**src/rtl/alu_share_arbiter.sv**
```systemverilog
// alu_share_arbiter: round-robin share of one combinational ALU between two requesters,
// with registered ALU drive and a registered response handshake.
module alu_share_arbiter #(
    parameter int DATA_W = 32
) (
    input  logic                clk,
    input  logic                rst,
    input  logic [1:0]          req_valid,
    output logic [1:0]          req_ready,
    input  logic [2*DATA_W-1:0] req_src1,
    input  logic [2*DATA_W-1:0] req_src2,
    input  logic [7:0]          req_ctrl,
    output logic [DATA_W-1:0]   alu_src1,
    output logic [DATA_W-1:0]   alu_src2,
    output logic                alu_invert_a,
    output logic                alu_invert_b,
    output logic [1:0]          alu_operation,
    input  logic [DATA_W-1:0]   alu_result,
    input  logic                alu_zero,
    input  logic                alu_overflow,
    output logic                resp_valid,
    input  logic                resp_ready,
    output logic                resp_id,
    output logic [DATA_W-1:0]   resp_result,
    output logic                resp_zero,
    output logic                resp_overflow
);
    typedef enum logic [1:0] {IDLE, EXEC, RESP} state_t;

    state_t      state;
    logic        rr_ptr;
    logic        id;
    logic        grant_id;
    logic        any_valid;
    logic        accept;
    logic [3:0]  grant_ctrl;

    // Prefer the pointed-to requester, fall back to the other one.
    assign grant_id   = req_valid[rr_ptr] ? rr_ptr : ~rr_ptr;
    assign any_valid  = |req_valid;
    assign accept     = (state == IDLE) && any_valid && !rst;
    assign req_ready  = accept ? (grant_id ? 2'b10 : 2'b01) : 2'b00;
    assign grant_ctrl = grant_id ? req_ctrl[7:4] : req_ctrl[3:0];

    always_ff @(posedge clk or posedge rst) begin
        if (rst) begin
            state         <= IDLE;
            rr_ptr        <= 1'b0;
            id            <= 1'b0;
            alu_src1      <= '0;
            alu_src2      <= '0;
            alu_invert_a  <= 1'b0;
            alu_invert_b  <= 1'b0;
            alu_operation <= 2'b00;
            resp_valid    <= 1'b0;
            resp_id       <= 1'b0;
            resp_result   <= '0;
            resp_zero     <= 1'b0;
            resp_overflow <= 1'b0;
        end else begin
            case (state)
                IDLE: if (accept) begin
                    alu_src1      <= grant_id ? req_src1[2*DATA_W-1:DATA_W] : req_src1[DATA_W-1:0];
                    alu_src2      <= grant_id ? req_src2[2*DATA_W-1:DATA_W] : req_src2[DATA_W-1:0];
                    alu_invert_a  <= grant_ctrl[3];
                    alu_invert_b  <= grant_ctrl[2];
                    alu_operation <= grant_ctrl[1:0];
                    id            <= grant_id;
                    rr_ptr        <= ~grant_id;
                    state         <= EXEC;
                end
                EXEC: begin
                    resp_result   <= alu_result;
                    resp_zero     <= alu_zero;
                    resp_overflow <= alu_overflow;
                    resp_id       <= id;
                    resp_valid    <= 1'b1;
                    // ALU inputs go quiet outside the single execute cycle.
                    alu_src1      <= '0;
                    alu_src2      <= '0;
                    alu_invert_a  <= 1'b0;
                    alu_invert_b  <= 1'b0;
                    alu_operation <= 2'b00;
                    state         <= RESP;
                end
                RESP: if (resp_ready) begin
                    resp_valid <= 1'b0;
                    state      <= IDLE;
                end
                default: state <= IDLE;
            endcase
        end
    end
endmodule

```
**config.mk**
```make
export PLATFORM = sky130hd
export DESIGN_NAME = alu_share_arbiter
export DESIGN_NICKNAME = d
export VERILOG_FILES = /design/src/rtl/alu_share_arbiter.sv
export SDC_FILE = /design/constraint.sdc
export NUM_CORES = 1
export LEC_CHECK = 0
export CAP_MARGIN = 20
export CORE_ASPECT_RATIO = 1.25
export CORE_MARGIN = 1.5
export CORE_UTILIZATION = 39
export CTS_BUF_LIST = sky130_fd_sc_hd__clkbuf_8
export DETAILED_ROUTE_END_ITERATION = 10
export PLACE_DENSITY = 0.82
export SLEW_MARGIN = 20
export SYNTH_ARGS = -nofsm -noshare
export SYNTH_HDL_FRONTEND = slang
export SYNTH_SLANG_ARGS = --single-unit
```
**constraint.sdc**
```tcl
create_clock -name clk -period 4.35 [get_ports clk]
set_clock_uncertainty 0.05 [all_clocks]
set_input_delay 0.435 -clock clk [delete_from_list [all_inputs] [get_ports clk]]
set_output_delay 0.435 -clock clk [all_outputs]
set_load 0.05 [all_outputs]
```
Word level (Yosys, flattened, before mapping)

Index checks and enable logic that the tools add are counted.

Flip-flop bits (word level): 108
Bits of input ports: 175
Word-level logic and storage cells: 54

$lt $le $gt $ge: 1
Equality and inequality tests: 4
Multiplexer cells: 23
Bitwise logic cells: 2
Reduce and logical (&&, ||, !) cells: 11

Operators with widths:

| kind                                               | count |
|---|---|
| 2-to-1 mux 32 bit                                  | 4 |
| case mux 32 bit (2 select lines)                   | 2 |
| 2-to-1 mux 2 bit                                   | 5 |
| AND reduction 2 bit                                | 4 |
| 2-to-1 mux 1 bit                                   | 6 |
| case mux 1 bit (2 select lines)                    | 3 |
| case mux 2 bit (3 select lines)                    | 1 |
| 2-to-1 mux 4 bit                                   | 1 |
| inequality test 2 bit, second input constant       | 2 |
| case mux 2 bit (2 select lines)                    | 1 |
| nonzero test 2 bit                                 | 2 |
| == test 2 x 1 -> 1 bit, second input constant      | 1 |
| == test 2 bit, second input constant               | 1 |
| logical AND 1 bit                                  | 2 |
| logical NOT 2 bit                                  | 1 |
| < comparator 1 x 2 -> 1 bit, second input constant | 1 |
| NOT 1 bit                                          | 2 |
| OR reduction 2 bit                                 | 1 |
| logical NOT 1 bit                                  | 1 |

Depth between registers and ports, before layout

Gate-level depths: netlist of run 1.

Depth in word-level cells: 6
Depth in mapped cells: 6

Worst setup path after synthesis of run 1

No wires, ideal clock.

Path type: register to output
Start point: register state[1]
End point: output req_ready[1]
Data arrival time: 2.306 ns
Required time: 3.865 ns
Path slack: 1.559 ns
Cell stages (with the launch flop): 5
Buffers on the path: 2
Cells stage by stage: dfrtp_1 -> or3_1 -> buf_6 -> clkbuf_1 -> nor3b_1

Longest elaborated chain between the ends: 4

Ends and longest elaborated chain:

| element                         | line | RTL |
|---|---|---|
| start, declared                 | 30   | `state_t state;` |
| start signal, assigned          | 47   | `state <= IDLE;` |
| start signal, assigned          | 70   | `state <= EXEC;` |
| start signal, assigned          | 84   | `state <= RESP;` |
| logical NOT 2 bit               | 41   | `assign accept = (state == IDLE) && any_valid && !rst;` |
| logical AND 1 bit (2 in series) | 41   |  |
| 2-to-1 mux 2 bit                | 42   | `assign req_ready = accept ? (grant_id ? 2'b10 : 2'b01) : 2'b00;` |
| end, declared                   | 9    | `output logic [1:0] req_ready,` |

No other way between the ends.

Worst setup path after layout of run 1

Start point: input rst
End point: output req_ready[1]

Longest elaborated chain between the ends: 3

Ends and longest elaborated chain:

| element                            | line | RTL |
|---|---|---|
| start, declared                    | 7    | `input logic rst,` |
| logical NOT 1 bit (no source line) | n/a  |  |
| logical AND 1 bit                  | 41   |  |
| 2-to-1 mux 2 bit                   | 42   |  |

No other way between the ends.

==> impl_table.tex, run 1 <==
\begin{tabular}{lr}
\hline
Metric & Value \\
\hline
\multicolumn{2}{l}{\textbf{Run status}} \\
\quad Run status & finished, final reports clean \\
\multicolumn{2}{l}{\textbf{Die}} \\
\quad Horizontal die dimension & 101 um \\
\quad Count of pins on the block boundary & 281 \\
\quad Row Count & 44 \\
\quad Area inside the core boundary & 11700 um2 \\
\quad Chip height & 126 um \\
\quad Initial core utilization & 0.403 \\
\quad Overall die area & 12800 um2 \\
\multicolumn{2}{l}{\textbf{Routing}} \\
\quad First-pass detailed-route iteration total & 4 \\
\quad Ratio of routed vias to standard cells & 5.35 \\
\quad DRT iter0 DRCs & 277 \\
\quad Vias & 4447 \\
\quad Routed Antenna Nets & 0 \\
\quad Post-route DRC violation count & 0 \\
\quad Wire per inst & 18.6 um \\
\quad Post-detailed-routing wire length & 15.5 mm \\
\multicolumn{2}{l}{\textbf{Setup path}} \\
\quad Data required time of the critical path & 3.87 ns \\
\quad Highest net fanout along the worst path & 4 \\
\quad Critical register-to-register path endpoint & id\$\_DFFE\_PP0P\_ \\
\quad Critical Path Max Stage Delay & 0.86 ns \\
\quad Type of the worst setup path & in2out \\
\quad Capturing element type of the critical path & output port \\
\quad Worst Reg-to-Reg Cells & 4 \\
\quad FF-to-FF setup slack & 1.96 ns \\
\quad Critical register-to-register path startpoint & state[1]\$\_DFFE\_PP0P\_ \\
\quad Arrival @ worst endpoint & 2.58 ns \\
\quad Most prevalent standard cell on the critical path & sky130\_fd\_sc\_hd\_\_clkdlybuf4s50\_1 \\
\quad Cell-by-cell listing of the critical path & clkdlybuf4s50\_1, or3\_2, nor3b\_1, clkdlybuf4s50\_1 \\
\quad Worst-path cell with the longest stage delay & sky130\_fd\_sc\_hd\_\_clkdlybuf4s50\_1 \\
\quad Count of buffering cells on the critical path with inverters included & 2 \\
\quad Critical Path Source Type & input port \\
\quad Critical path's top delay family & buffers and inverters \\
\quad Number of cells on the critical path & 4 \\
\multicolumn{2}{l}{\textbf{CTS}} \\
\quad Clock tree from TritonCTS & done \\
\quad Clock slew at reported path FFs & 0.10 ns \\
\quad H-tree depth reported by CTS & 3 \\
\quad CTS buffer count & 9 \\
\quad Total clock sinks & 108 \\
\quad Root Buffer & sky130\_fd\_sc\_hd\_\_clkbuf\_8 \\
\quad Hold\_buf cts & 0 \\
\quad Post-cts sizing count & 0 \\
\quad Latest clock arrival within the worst-skew pair & 0.36 ns \\
\quad Number of setup buffers added after CTS & 0 \\
\quad Number of buffers on the longest clock path & 2 \\
\multicolumn{2}{l}{\textbf{Timing}} \\
\quad Hold slack & 0.464 ns \\
\quad Final setup viols & 0 \\
\quad Max-slew violation count & 0 \\
\quad Unrepaired setup endpoints after global routing & false \\
\quad Slew HR & 0.369 \\
\quad Final hold viol count & 0 \\
\quad Peak Freq & 326 MHz \\
\quad Final Cycle Share & 0.704 \\
\quad Setup total negative slack & 0 ns \\
\quad Slew at the pin closest to its max-slew limit & 0.946 ns \\
\quad Shortest clock period the worst path allows after layout & 3.06 ns \\
\multicolumn{2}{l}{\textbf{Finish}} \\
\quad Count of inserted antenna diode cells & 0 \\
\quad Commonest non-fill, non-tap cells in the layout & sky130\_fd\_sc\_hd\_\_clkdlybuf4s50\_1 (279), sky130\_fd\_sc\_hd\_\_dfrtp\_1 (108), sky130\_fd\_sc\_hd\_\_nand2\_1 (69), sky130\_fd\_sc\_hd\_\_nor3\_1 (68), sky130\_fd\_sc\_hd\_\_a221o\_1 (68) \\
\quad Nets@finish & 840 \\
\quad Share of post-route cells with drive strength above 1 & 0.100 \\
\quad Layout overhead on the synthesized area & 64.6\% \\
\quad Most common cell after layout, fill and taps aside & sky130\_fd\_sc\_hd\_\_clkdlybuf4s50\_1 \\
\quad Fill cell instance count of the final layout & 918 \\
\quad Layout Cell Area excl Fill & 7770 um2 \\
\multicolumn{2}{l}{\textbf{GRT}} \\
\quad Number of global-route vias before repair & 4659 \\
\quad Top Usage Layer GRT & met2 \\
\quad Global-route wire length before repair & 24.0 mm \\
\quad Grt met1 use & 0.281 \\
\quad GR Util met2 & 0.416 \\
\quad Largest net degree at the start of global routing & 76 \\
\quad Initial antenna violation count & 0 \\
\quad Grt ovf & 0 \\
\quad Total routing resource utilization after global routing & 0.242 \\
\quad Met3 usage in global routing & 0.0699 \\
\multicolumn{2}{l}{\textbf{Place}} \\
\quad Port Buffer Count & 280 \\
\quad Final Wtd Congestion & 0.770 \\
\quad DP HPWL & 10.9 mm \\
\quad Placed cell area & 7580 um2 \\
\multicolumn{2}{l}{\textbf{Worst hold path}} \\
\quad Critical hold path startpoint & resp\_result[19]\$\_DFFE\_PP0P\_ \\
\quad Hold depth & 1 \\
\quad HP Class & reg2reg \\
\quad Endpoint of the worst hold-timing path & resp\_result[19]\$\_DFFE\_PP0P\_ \\
\multicolumn{2}{l}{\textbf{Power and ir drop}} \\
\quad Final Power & 0.00538 W \\
\quad Highest ir drop seen on vdd & 0.379 mV \\
\quad Power Density & 692 nW/um2 \\
\quad Leakage dissipation & 3.20 nW \\
\multicolumn{2}{l}{\textbf{Yosys}} \\
\quad Yosys warning total & 0 \\
\quad Mapped cell area & 4720 um2 \\
\quad Total of flip-flops plus latches after synthesis & 108 \\
\quad Count of cell types in the netlist & 21 \\
\quad Syn\_area\_per\_cell & 11.6 um2 \\
\quad Share of the yosys chip area belonging to registers & 0.572 \\
\quad Gate Count Post-Synth & 408 \\
\quad Synthesized Nets & 583 \\
\multicolumn{2}{l}{\textbf{Job}} \\
\quad Maximum capacitance violations & 0 \\
\hline
\end{tabular}
## worst reg2reg max path, delay by kind of cell, from the launching register on
family          cells  cell delay [ns]
compound gates      2             0.54
buf+inv             1             0.65
simple gates        1             0.56
flops               1             0.49
## cell families (layout without fill, tap and decap cells)
kind of cell	Yosys count	in the layout	share of synthesized area
buffers and inverters	45	307	0.0501
multiplexers	35	35	0.0834
AND/OR/NAND/NOR	145	145	0.137
flip-flops	108	108	0.572
AO/OA/AOI/OAI	75	75	0.158
## worst max-delay path by stage
stage / startpoint / endpoint
floorplan: rst / alu_invert_a$_DFFE_PP0P_
global placement: rst / req_ready[0]
detailed placement: rst / req_ready[1]
CTS: state[1]$_DFFE_PP0P_ / req_ready[1]
global route: state[1]$_DFFE_PP0P_ / req_ready[1]
finish: rst / req_ready[1]
## synthesized netlist by cell type
master                     number  area, um2
sky130_fd_sc_hd__a211oi_4       1       20.0
sky130_fd_sc_hd__a21oi_1        2       10.0
sky130_fd_sc_hd__a221o_1       68        681
sky130_fd_sc_hd__buf_1          1       3.75
sky130_fd_sc_hd__buf_2          6       30.0
sky130_fd_sc_hd__buf_6          8       90.1
sky130_fd_sc_hd__clkbuf_1      27        101
sky130_fd_sc_hd__dfrtp_1      108       2700
sky130_fd_sc_hd__inv_1          3       11.3
sky130_fd_sc_hd__mux2_2        35        394
sky130_fd_sc_hd__nand2_1       69        259
sky130_fd_sc_hd__nand2b_1       2       12.5
sky130_fd_sc_hd__nor2_1         2       7.51
sky130_fd_sc_hd__nor2b_1        2       12.5
sky130_fd_sc_hd__nor3_1        68        340
sky130_fd_sc_hd__nor3b_1        1       7.51
sky130_fd_sc_hd__o21ai_0        1       5.00
sky130_fd_sc_hd__o21ba_1        1       10.0
sky130_fd_sc_hd__o21ba_2        1       10.0
sky130_fd_sc_hd__o31a_1         1       8.76
sky130_fd_sc_hd__or3_1          1       6.26
## layer usage
layer  routed length, um  part of all wire
met3                1300             0.084
met4                 490             0.032
met1                5880              0.38
met5                   0                 0
met2                7810              0.50
## final cells by class
cell class	count	area, um2	share of cell area
multi-input cells	255	1800	0.232
well taps	161	201	0.0259
flip-flops and latches	108	2700	0.348
clock buffers	10	138	0.0177
clock inverters	6	57.6	0.00741
repair buffers	288	2860	0.368
inverters	3	13.8	0.00177
## registers in the layout, summed over array words and instances (netlist names), 2 cells and up
signal	cells
alu_src1	32
alu_src2	32
resp_result	32
alu_operation	2
state	2
## through the flow
stage / util / setup WS (ns) / std cells
floorplan: - / 1.02 / 408
global route: 0.663 / 1.16 / 831
global placement: 0.646 / 1.32 / 815
finish: 0.663 / 1.29 / 831
detailed placement: 0.646 / 1.29 / 815
CTS: 0.663 / 1.27 / 831
## report_power, final
part / internal (W) / switching (W) / leakage, nW
logic: 0.00115 / 0.00198 / 1.74
registers: 0.00140 / 0.000235 / 1.35
clock network: 0.000241 / 0.000375 / 0.102
total: 0.00279 / 0.00259 / 3.20
Note: power is estimated with default switching activity, not from simulation.
==> inputs of run 2 (changes only) <==
==> constraint.sdc (replaced) <==
create_clock -name clk -period 3.1 [get_ports clk]
set_clock_uncertainty 0.05 [all_clocks]
set_input_delay 0.31 -clock clk [delete_from_list [all_inputs] [get_ports clk]]
set_output_delay 0.31 -clock clk [all_outputs]
set_load 0.05 [all_outputs]
==> run 2 against run 1 <==
Sequential power grew 41%. Register-to-register slack lost 1.1 ns. Die area is the same. Combinational power grew 41%. Clock power grew 27%. Total power grew 40%. Critical path type is now reg2out.
==> impl_table.tex, run 2 (synthesis results as in run 1) <==
\begin{tabular}{lr}
\hline
Metric & Value \\
\hline
\multicolumn{2}{l}{\textbf{Run status}} \\
\quad Run status & finished, final reports clean \\
\multicolumn{2}{l}{\textbf{CTS}} \\
\quad Root Buffer & sky130\_fd\_sc\_hd\_\_clkbuf\_8 \\
\quad Total clock sinks & 108 \\
\quad Post-cts sizing count & 0 \\
\quad H-tree depth reported by CTS & 3 \\
\quad Number of setup buffers added after CTS & 0 \\
\quad Clock tree from TritonCTS & done \\
\quad Clock slew at reported path FFs & 0.10 ns \\
\quad Latest clock arrival within the worst-skew pair & 0.36 ns \\
\quad Number of buffers on the longest clock path & 2 \\
\quad Hold\_buf cts & 0 \\
\quad CTS buffer count & 9 \\
\multicolumn{2}{l}{\textbf{Routing}} \\
\quad Post-route DRC violation count & 0 \\
\quad Post-detailed-routing wire length & 15.5 mm \\
\quad Wire per inst & 18.6 um \\
\quad Routed Antenna Nets & 0 \\
\quad DRT iter0 DRCs & 238 \\
\quad First-pass detailed-route iteration total & 5 \\
\quad Vias & 4469 \\
\quad Ratio of routed vias to standard cells & 5.38 \\
\multicolumn{2}{l}{\textbf{Setup path}} \\
\quad Critical path's top delay family & compound AO/OA/AOI/OAI gates \\
\quad Data required time of the critical path & 2.74 ns \\
\quad Arrival @ worst endpoint & 2.21 ns \\
\quad Type of the worst setup path & reg2out \\
\quad Count of buffering cells on the critical path with inverters included & 1 \\
\quad Capturing element type of the critical path & output port \\
\quad Cell-by-cell listing of the critical path & or3\_2, a211oi\_4, buf\_12 \\
\quad Highest net fanout along the worst path & 9 \\
\quad Critical Path Source Type & register \\
\quad Worst-path cell with the longest stage delay & sky130\_fd\_sc\_hd\_\_a211oi\_4 \\
\quad Critical Path Max Stage Delay & 0.62 ns \\
\multicolumn{2}{l}{\textbf{Timing}} \\
\quad Slew at the pin closest to its max-slew limit & 0.955 ns \\
\quad Setup total negative slack & 0 ns \\
\quad Slew HR & 0.362 \\
\quad Peak Freq & 389 MHz \\
\quad Final setup viols & 0 \\
\quad Hold slack & 0.337 ns \\
\quad Max-slew violation count & 0 \\
\quad Final hold viol count & 0 \\
\quad Final Cycle Share & 0.829 \\
\quad Shortest clock period the worst path allows after layout & 2.57 ns \\
\quad Final worst-path setup slack & 0.531 ns \\
\quad Unrepaired setup endpoints after global routing & false \\
\multicolumn{2}{l}{\textbf{Die}} \\
\quad Horizontal die dimension & 101 um \\
\quad Area inside the core boundary & 11700 um2 \\
\quad Count of pins on the block boundary & 281 \\
\quad Initial core utilization & 0.403 \\
\quad Chip height & 126 um \\
\quad Overall die area & 12800 um2 \\
\quad Row Count & 44 \\
\multicolumn{2}{l}{\textbf{Power and ir drop}} \\
\quad Share of power burned in combinational logic & 0.588 \\
\quad Share of total power in the clock network & 0.105 \\
\quad Final Power & 0.00751 W \\
\quad Power Density & 962 nW/um2 \\
\quad Leakage dissipation & 3.21 nW \\
\quad Switch share & 0.482 \\
\quad Switching power of the nets & 0.00362 W \\
\quad Share of total power in sequential cells & 0.308 \\
\quad Internal power summed over all cells & 0.00390 W \\
\quad Highest ir drop seen on vdd & 0.452 mV \\
\multicolumn{2}{l}{\textbf{GRT}} \\
\quad Met3 usage in global routing & 0.0733 \\
\quad Top Usage Layer GRT & met2 \\
\quad Total routing resource utilization after global routing & 0.242 \\
\quad Grt met1 use & 0.277 \\
\quad Number of global-route vias before repair & 4659 \\
\quad GR Util met2 & 0.417 \\
\quad Global-route wire length before repair & 24.1 mm \\
\quad Largest net degree at the start of global routing & 109 \\
\quad Grt ovf & 0 \\
\quad Initial antenna violation count & 0 \\
\multicolumn{2}{l}{\textbf{Place}} \\
\quad DP HPWL & 11.0 mm \\
\quad Minimum setup slack after placement & 0.594 ns \\
\quad Port Buffer Count & 280 \\
\quad Final Wtd Congestion & 0.810 \\
\quad Count of placed standard cells including taps & 815 \\
\multicolumn{2}{l}{\textbf{Finish}} \\
\quad Fill cell instance count of the final layout & 954 \\
\quad Post-route non-filler standard cell count & 831 \\
\quad Top Registers & alu\_src1: 32 flops, alu\_src2: 32 flops, resp\_result: 32 flops \\
\quad Layout overhead on the synthesized area & 65.4\% \\
\quad FF+latch area & 2700 um2 \\
\quad Share of post-route cells with drive strength above 1 & 0.101 \\
\quad Count of inserted antenna diode cells & 0 \\
\quad Most common cell after layout, fill and taps aside & sky130\_fd\_sc\_hd\_\_clkdlybuf4s50\_1 \\
\quad Commonest non-fill, non-tap cells in the layout & sky130\_fd\_sc\_hd\_\_clkdlybuf4s50\_1 (277), sky130\_fd\_sc\_hd\_\_dfrtp\_1 (108), sky130\_fd\_sc\_hd\_\_nand2\_1 (69), sky130\_fd\_sc\_hd\_\_nor3\_1 (68), sky130\_fd\_sc\_hd\_\_a221o\_1 (68) \\
\quad Area taken by multi-input logic gates & 1800 um2 \\
\quad Nets@finish & 840 \\
\multicolumn{2}{l}{\textbf{Job}} \\
\quad Maximum capacitance violations & 0 \\
\multicolumn{2}{l}{\textbf{Worst hold path}} \\
\quad HP Class & in2reg \\
\hline
\end{tabular}
run 2: changes by cell type in the layout (fill, tap and decap cells not counted):
cell and change:
sky130_fd_sc_hd__clkinv_2 +1, sky130_fd_sc_hd__inv_4 -1, sky130_fd_sc_hd__inv_8 -2, sky130_fd_sc_hd__clkbuf_8 -1
sky130_fd_sc_hd__clkinv_4 +1, sky130_fd_sc_hd__clkinvlp_4 +2, sky130_fd_sc_hd__clkdlybuf4s50_1 -2, sky130_fd_sc_hd__inv_1 +1
sky130_fd_sc_hd__buf_12 +5, sky130_fd_sc_hd__inv_6 -1, sky130_fd_sc_hd__buf_4 -3
run 2: final cells by class:
type,count,area share
clock buffers,9,0.0159
clock inverters,7,0.00657
inverters,3,0.00192
multi-input cells,255,0.231
flip-flops and latches,108,0.346
well taps,161,0.0258
repair buffers,288,0.373
run 2: per-stage QoR:
step / utilization / instance area, um2
final: 0.666 / 7810
after global routing: 0.666 / 7810
after CTS: 0.666 / 7810
after detailed placement: 0.651 / 7640
after global placement: 0.651 / 7640
after floorplan: - / 4730
run 2: path summary, 6_finish.rpt:
| path | endpoint | depth (start not counted) | start | slack (ns) |
|---|---|---|---|---|
| max in group asynchronous | alu_src2[24]$_DFFE_PP0P_ | 3 | rst | 2.10 |
| min reg2reg | id$_DFFE_PP0P_ | 1 | id$_DFFE_PP0P_ | 0.46 |
| max reg2reg | alu_src2[16]$_DFFE_PP0P_ | 4 | state[1]$_DFFE_PP0P_ | 0.90 |
| max | req_ready[0] | 3 | state[1]$_DFFE_PP0P_ | 0.53 |
| min in group asynchronous | state[0]$_DFFE_PP0P_ | 3 | rst | 0.45 |
| min | state[0]$_DFFE_PP0P_ | 3 | req_valid[1] | 0.34 |
run 2: routing by layer:
| metal | share of wire | up-vias | routed length (um) |
|---|---|---|---|
| met5 | 0 | - | 0 |
| li1 | - | 2031 | - |
| met2 | 0.51 | 241 | 7960 |
| met3 | 0.091 | 33 | 1420 |
| met1 | 0.37 | 2164 | 5660 |
| met4 | 0.029 | 0 | 456 |
run 2: worst min-delay path: cells and delay by family:
kind / cells / cell delay (ns)
buffers and inverters: 1 / 0.13
and+or+nand+nor: 2 / 0.26
run 2: power groups by stage:
stage	Clock, W	Combinational, W	Sequential (W)
finish	0.000785	0.00442	0.00231
global route	0.000863	0.00459	0.00238
CTS	0.000810	0.00443	0.00232
detailed placement	0	0.00444	0.00233
global placement	0	0.00436	0.00230
floorplan	0	0.000906	0.00422
==> inputs of run 3 (changes only) <==
==> constraint.sdc (replaced) <==
create_clock -name clk -period 2.7 [get_ports clk]
set_clock_uncertainty 0.05 [all_clocks]
set_input_delay 0.27 -clock clk [delete_from_list [all_inputs] [get_ports clk]]
set_output_delay 0.27 -clock clk [all_outputs]
set_load 0.05 [all_outputs]
==> run 3 against run 2 <==
Total power grew 15%. Combinational power up 15%. Flip-flop and latch count unchanged. Hold slack got worse by 0.045 ns. Non-clock buffer count increased by 2. Largest cell class unchanged. Largest power group unchanged.
==> impl_table.tex, run 3 (synthesis results as in run 1) <==
\begin{tabular}{lr}
\hline
Metric & Value \\
\hline
\multicolumn{2}{l}{\textbf{Power and ir drop}} \\
\quad Share of total power in sequential cells & 0.304 \\
\quad Switch share & 0.479 \\
\quad Highest ir drop seen on vdd & 0.618 mV \\
\quad Leakage dissipation & 3.22 nW \\
\quad Share of power burned in combinational logic & 0.585 \\
\quad Power Density & 1110 nW/um2 \\
\quad Internal power summed over all cells & 0.00451 W \\
\quad Switching power of the nets & 0.00415 W \\
\quad Share of total power in the clock network & 0.111 \\
\multicolumn{2}{l}{\textbf{Finish}} \\
\quad Layout Cell Area excl Fill & 7840 um2 \\
\quad Commonest non-fill, non-tap cells in the layout & sky130\_fd\_sc\_hd\_\_clkdlybuf4s50\_1 (277), sky130\_fd\_sc\_hd\_\_dfrtp\_1 (108), sky130\_fd\_sc\_hd\_\_nand2\_1 (69), sky130\_fd\_sc\_hd\_\_nor3\_1 (68), sky130\_fd\_sc\_hd\_\_a221o\_1 (68) \\
\quad Most common cell after layout, fill and taps aside & sky130\_fd\_sc\_hd\_\_clkdlybuf4s50\_1 \\
\quad Fill cell instance count of the final layout & 912 \\
\quad Count of inserted antenna diode cells & 0 \\
\quad Layout overhead on the synthesized area & 65.9\% \\
\quad Nets@finish & 842 \\
\quad Top Registers & alu\_src1: 32 flops, alu\_src2: 32 flops, resp\_result: 32 flops \\
\quad Share of post-route cells with drive strength above 1 & 0.107 \\
\multicolumn{2}{l}{\textbf{GRT}} \\
\quad Initial antenna violation count & 0 \\
\quad Number of global-route vias before repair & 4641 \\
\quad Global-route wire length before repair & 23.2 mm \\
\quad Total routing resource utilization after global routing & 0.233 \\
\quad Largest net degree at the start of global routing & 70 \\
\quad Grt ovf & 0 \\
\multicolumn{2}{l}{\textbf{Setup path}} \\
\quad Capturing element type of the critical path & output port \\
\quad Critical Path Max Stage Delay & 0.54 ns \\
\quad Data required time of the critical path & 2.38 ns \\
\quad Highest net fanout along the worst path & 44 \\
\quad Worst-path cell with the longest stage delay & sky130\_fd\_sc\_hd\_\_or3\_2 \\
\quad Type of the worst setup path & reg2out \\
\quad Critical Path Source Type & register \\
\quad Arrival @ worst endpoint & 2.18 ns \\
\quad Cell-by-cell listing of the critical path & or3\_2, buf\_4, nor3b\_2, buf\_12 \\
\multicolumn{2}{l}{\textbf{Timing}} \\
\quad Shortest clock period the worst path allows after layout & 2.50 ns \\
\quad Final worst-path setup slack & 0.203 ns \\
\quad Unrepaired setup endpoints after global routing & false \\
\quad Peak Freq & 400 MHz \\
\quad Final hold viol count & 0 \\
\quad Final Cycle Share & 0.925 \\
\quad Setup total negative slack & 0 ns \\
\quad Slew HR & 0.489 \\
\quad Final setup viols & 0 \\
\quad Max-slew violation count & 0 \\
\quad Slew at the pin closest to its max-slew limit & 0.766 ns \\
\quad Hold slack & 0.292 ns \\
\multicolumn{2}{l}{\textbf{Routing}} \\
\quad Vias & 4456 \\
\quad Post-detailed-routing wire length & 14.9 mm \\
\quad First-pass detailed-route iteration total & 4 \\
\quad DRT iter0 DRCs & 182 \\
\quad Routed Antenna Nets & 0 \\
\quad Post-route DRC violation count & 0 \\
\quad Ratio of routed vias to standard cells & 5.35 \\
\quad Wire per inst & 17.9 um \\
\multicolumn{2}{l}{\textbf{CTS}} \\
\quad Hold\_buf cts & 0 \\
\quad Post-cts sizing count & 0 \\
\quad H-tree depth reported by CTS & 3 \\
\quad Clock tree from TritonCTS & done \\
\quad Total clock sinks & 108 \\
\quad Root Buffer & sky130\_fd\_sc\_hd\_\_clkbuf\_8 \\
\quad Latest clock arrival within the worst-skew pair & 0.36 ns \\
\quad Clock slew at reported path FFs & 0.10 ns \\
\quad Number of buffers on the longest clock path & 2 \\
\quad CTS buffer count & 9 \\
\quad Number of setup buffers added after CTS & 0 \\
\multicolumn{2}{l}{\textbf{Die}} \\
\quad Horizontal die dimension & 101 um \\
\quad Overall die area & 12800 um2 \\
\quad Count of pins on the block boundary & 281 \\
\quad Initial core utilization & 0.403 \\
\quad Area inside the core boundary & 11700 um2 \\
\quad Row Count & 44 \\
\quad Chip height & 126 um \\
\multicolumn{2}{l}{\textbf{Worst hold path}} \\
\quad HP Class & in2reg \\
\multicolumn{2}{l}{\textbf{Place}} \\
\quad Final Wtd Congestion & 0.798 \\
\quad Placed cell area & 7640 um2 \\
\quad Minimum setup slack after placement & 0.314 ns \\
\quad DP HPWL & 10.7 mm \\
\quad Port Buffer Count & 280 \\
\multicolumn{2}{l}{\textbf{Run status}} \\
\quad Run status & finished, final reports clean \\
\multicolumn{2}{l}{\textbf{Job}} \\
\quad Maximum capacitance violations & 0 \\
\hline
\end{tabular}
-- run 3: cell types whose count changed in the layout (fill, tap and decap cells not counted), moves of 2 or more --
cell | previous run | this run
sky130_fd_sc_hd__clkinv_4 | 1 | 3
sky130_fd_sc_hd__inv_8 | 0 | 2
sky130_fd_sc_hd__inv_6 | 3 | 0
sky130_fd_sc_hd__buf_4 | 5 | 8
-- run 3: worst paths after layout --
kind	slack (ns)	startpoint	to	depth (start not counted)
setup / recovery	0.20	state[1]$_DFFE_PP0P_	req_ready[1]	4
min in group asynchronous	0.45	rst	alu_src1[28]$_DFFE_PP0P_	3
setup reg to reg	0.65	state[1]$_DFFE_PP0P_	alu_src1[10]$_DFFE_PP0P_	4
hold reg to reg	0.46	resp_result[30]$_DFFE_PP0P_	resp_result[30]$_DFFE_PP0P_	1
max in group asynchronous	1.57	rst	alu_src1[0]$_DFFE_PP0P_	3
hold / removal	0.29	req_valid[1]	state[0]$_DFFE_PP0P_	3
-- run 3: per-layer routing --
metal | GRT usage | share of wire | vias up
met5 | 0 | 0 | -
met3 | 0.0583 | 0.076 | 40
met2 | 0.402 | 0.50 | 215
li1 | - | - | 2041
met1 | 0.267 | 0.38 | 2160
met4 | 0.108 | 0.036 | 0
-- run 3: final cells by class --
cell class | count | area, um2 | share of cell area
clock buffer | 10 | 138 | 0.0176
clock inverter | 6 | 56.3 | 0.00718
inverter | 3 | 15.0 | 0.00192
multi-input combinational | 255 | 1810 | 0.231
sequential | 108 | 2700 | 0.345
tap | 161 | 201 | 0.0257
timing repair buffer | 290 | 2920 | 0.372
-- run 3: critical path, delay by kind of cell, from the launching register on --
family,cells,cell delay (ns)
simple gates,2,0.86
flops,1,0.48
buf+inv,2,0.48
-- run 3: stage by stage --
step,power [W],util,std cells
2_1_floorplan,0.00589,-,408
3_3_place_gp,0.00765,0.652,817
3_5_place_dp,0.00776,0.652,817
4_1_cts,0.00873,0.668,833
5_1_grt,0.00905,0.668,833
6_report,0.00867,0.668,833
-- run 3: power groups by stage --
| stage | clock network, W | logic [W] | registers (W) |
|---|---|---|---|
| finish | 0.000963 | 0.00507 | 0.00264 |
| global route | 0.00104 | 0.00529 | 0.00273 |
| CTS | 0.000988 | 0.00510 | 0.00264 |
| detailed placement | 0 | 0.00510 | 0.00266 |
| global placement | 0 | 0.00502 | 0.00263 |
| floorplan | 0 | 0.00104 | 0.00484 |
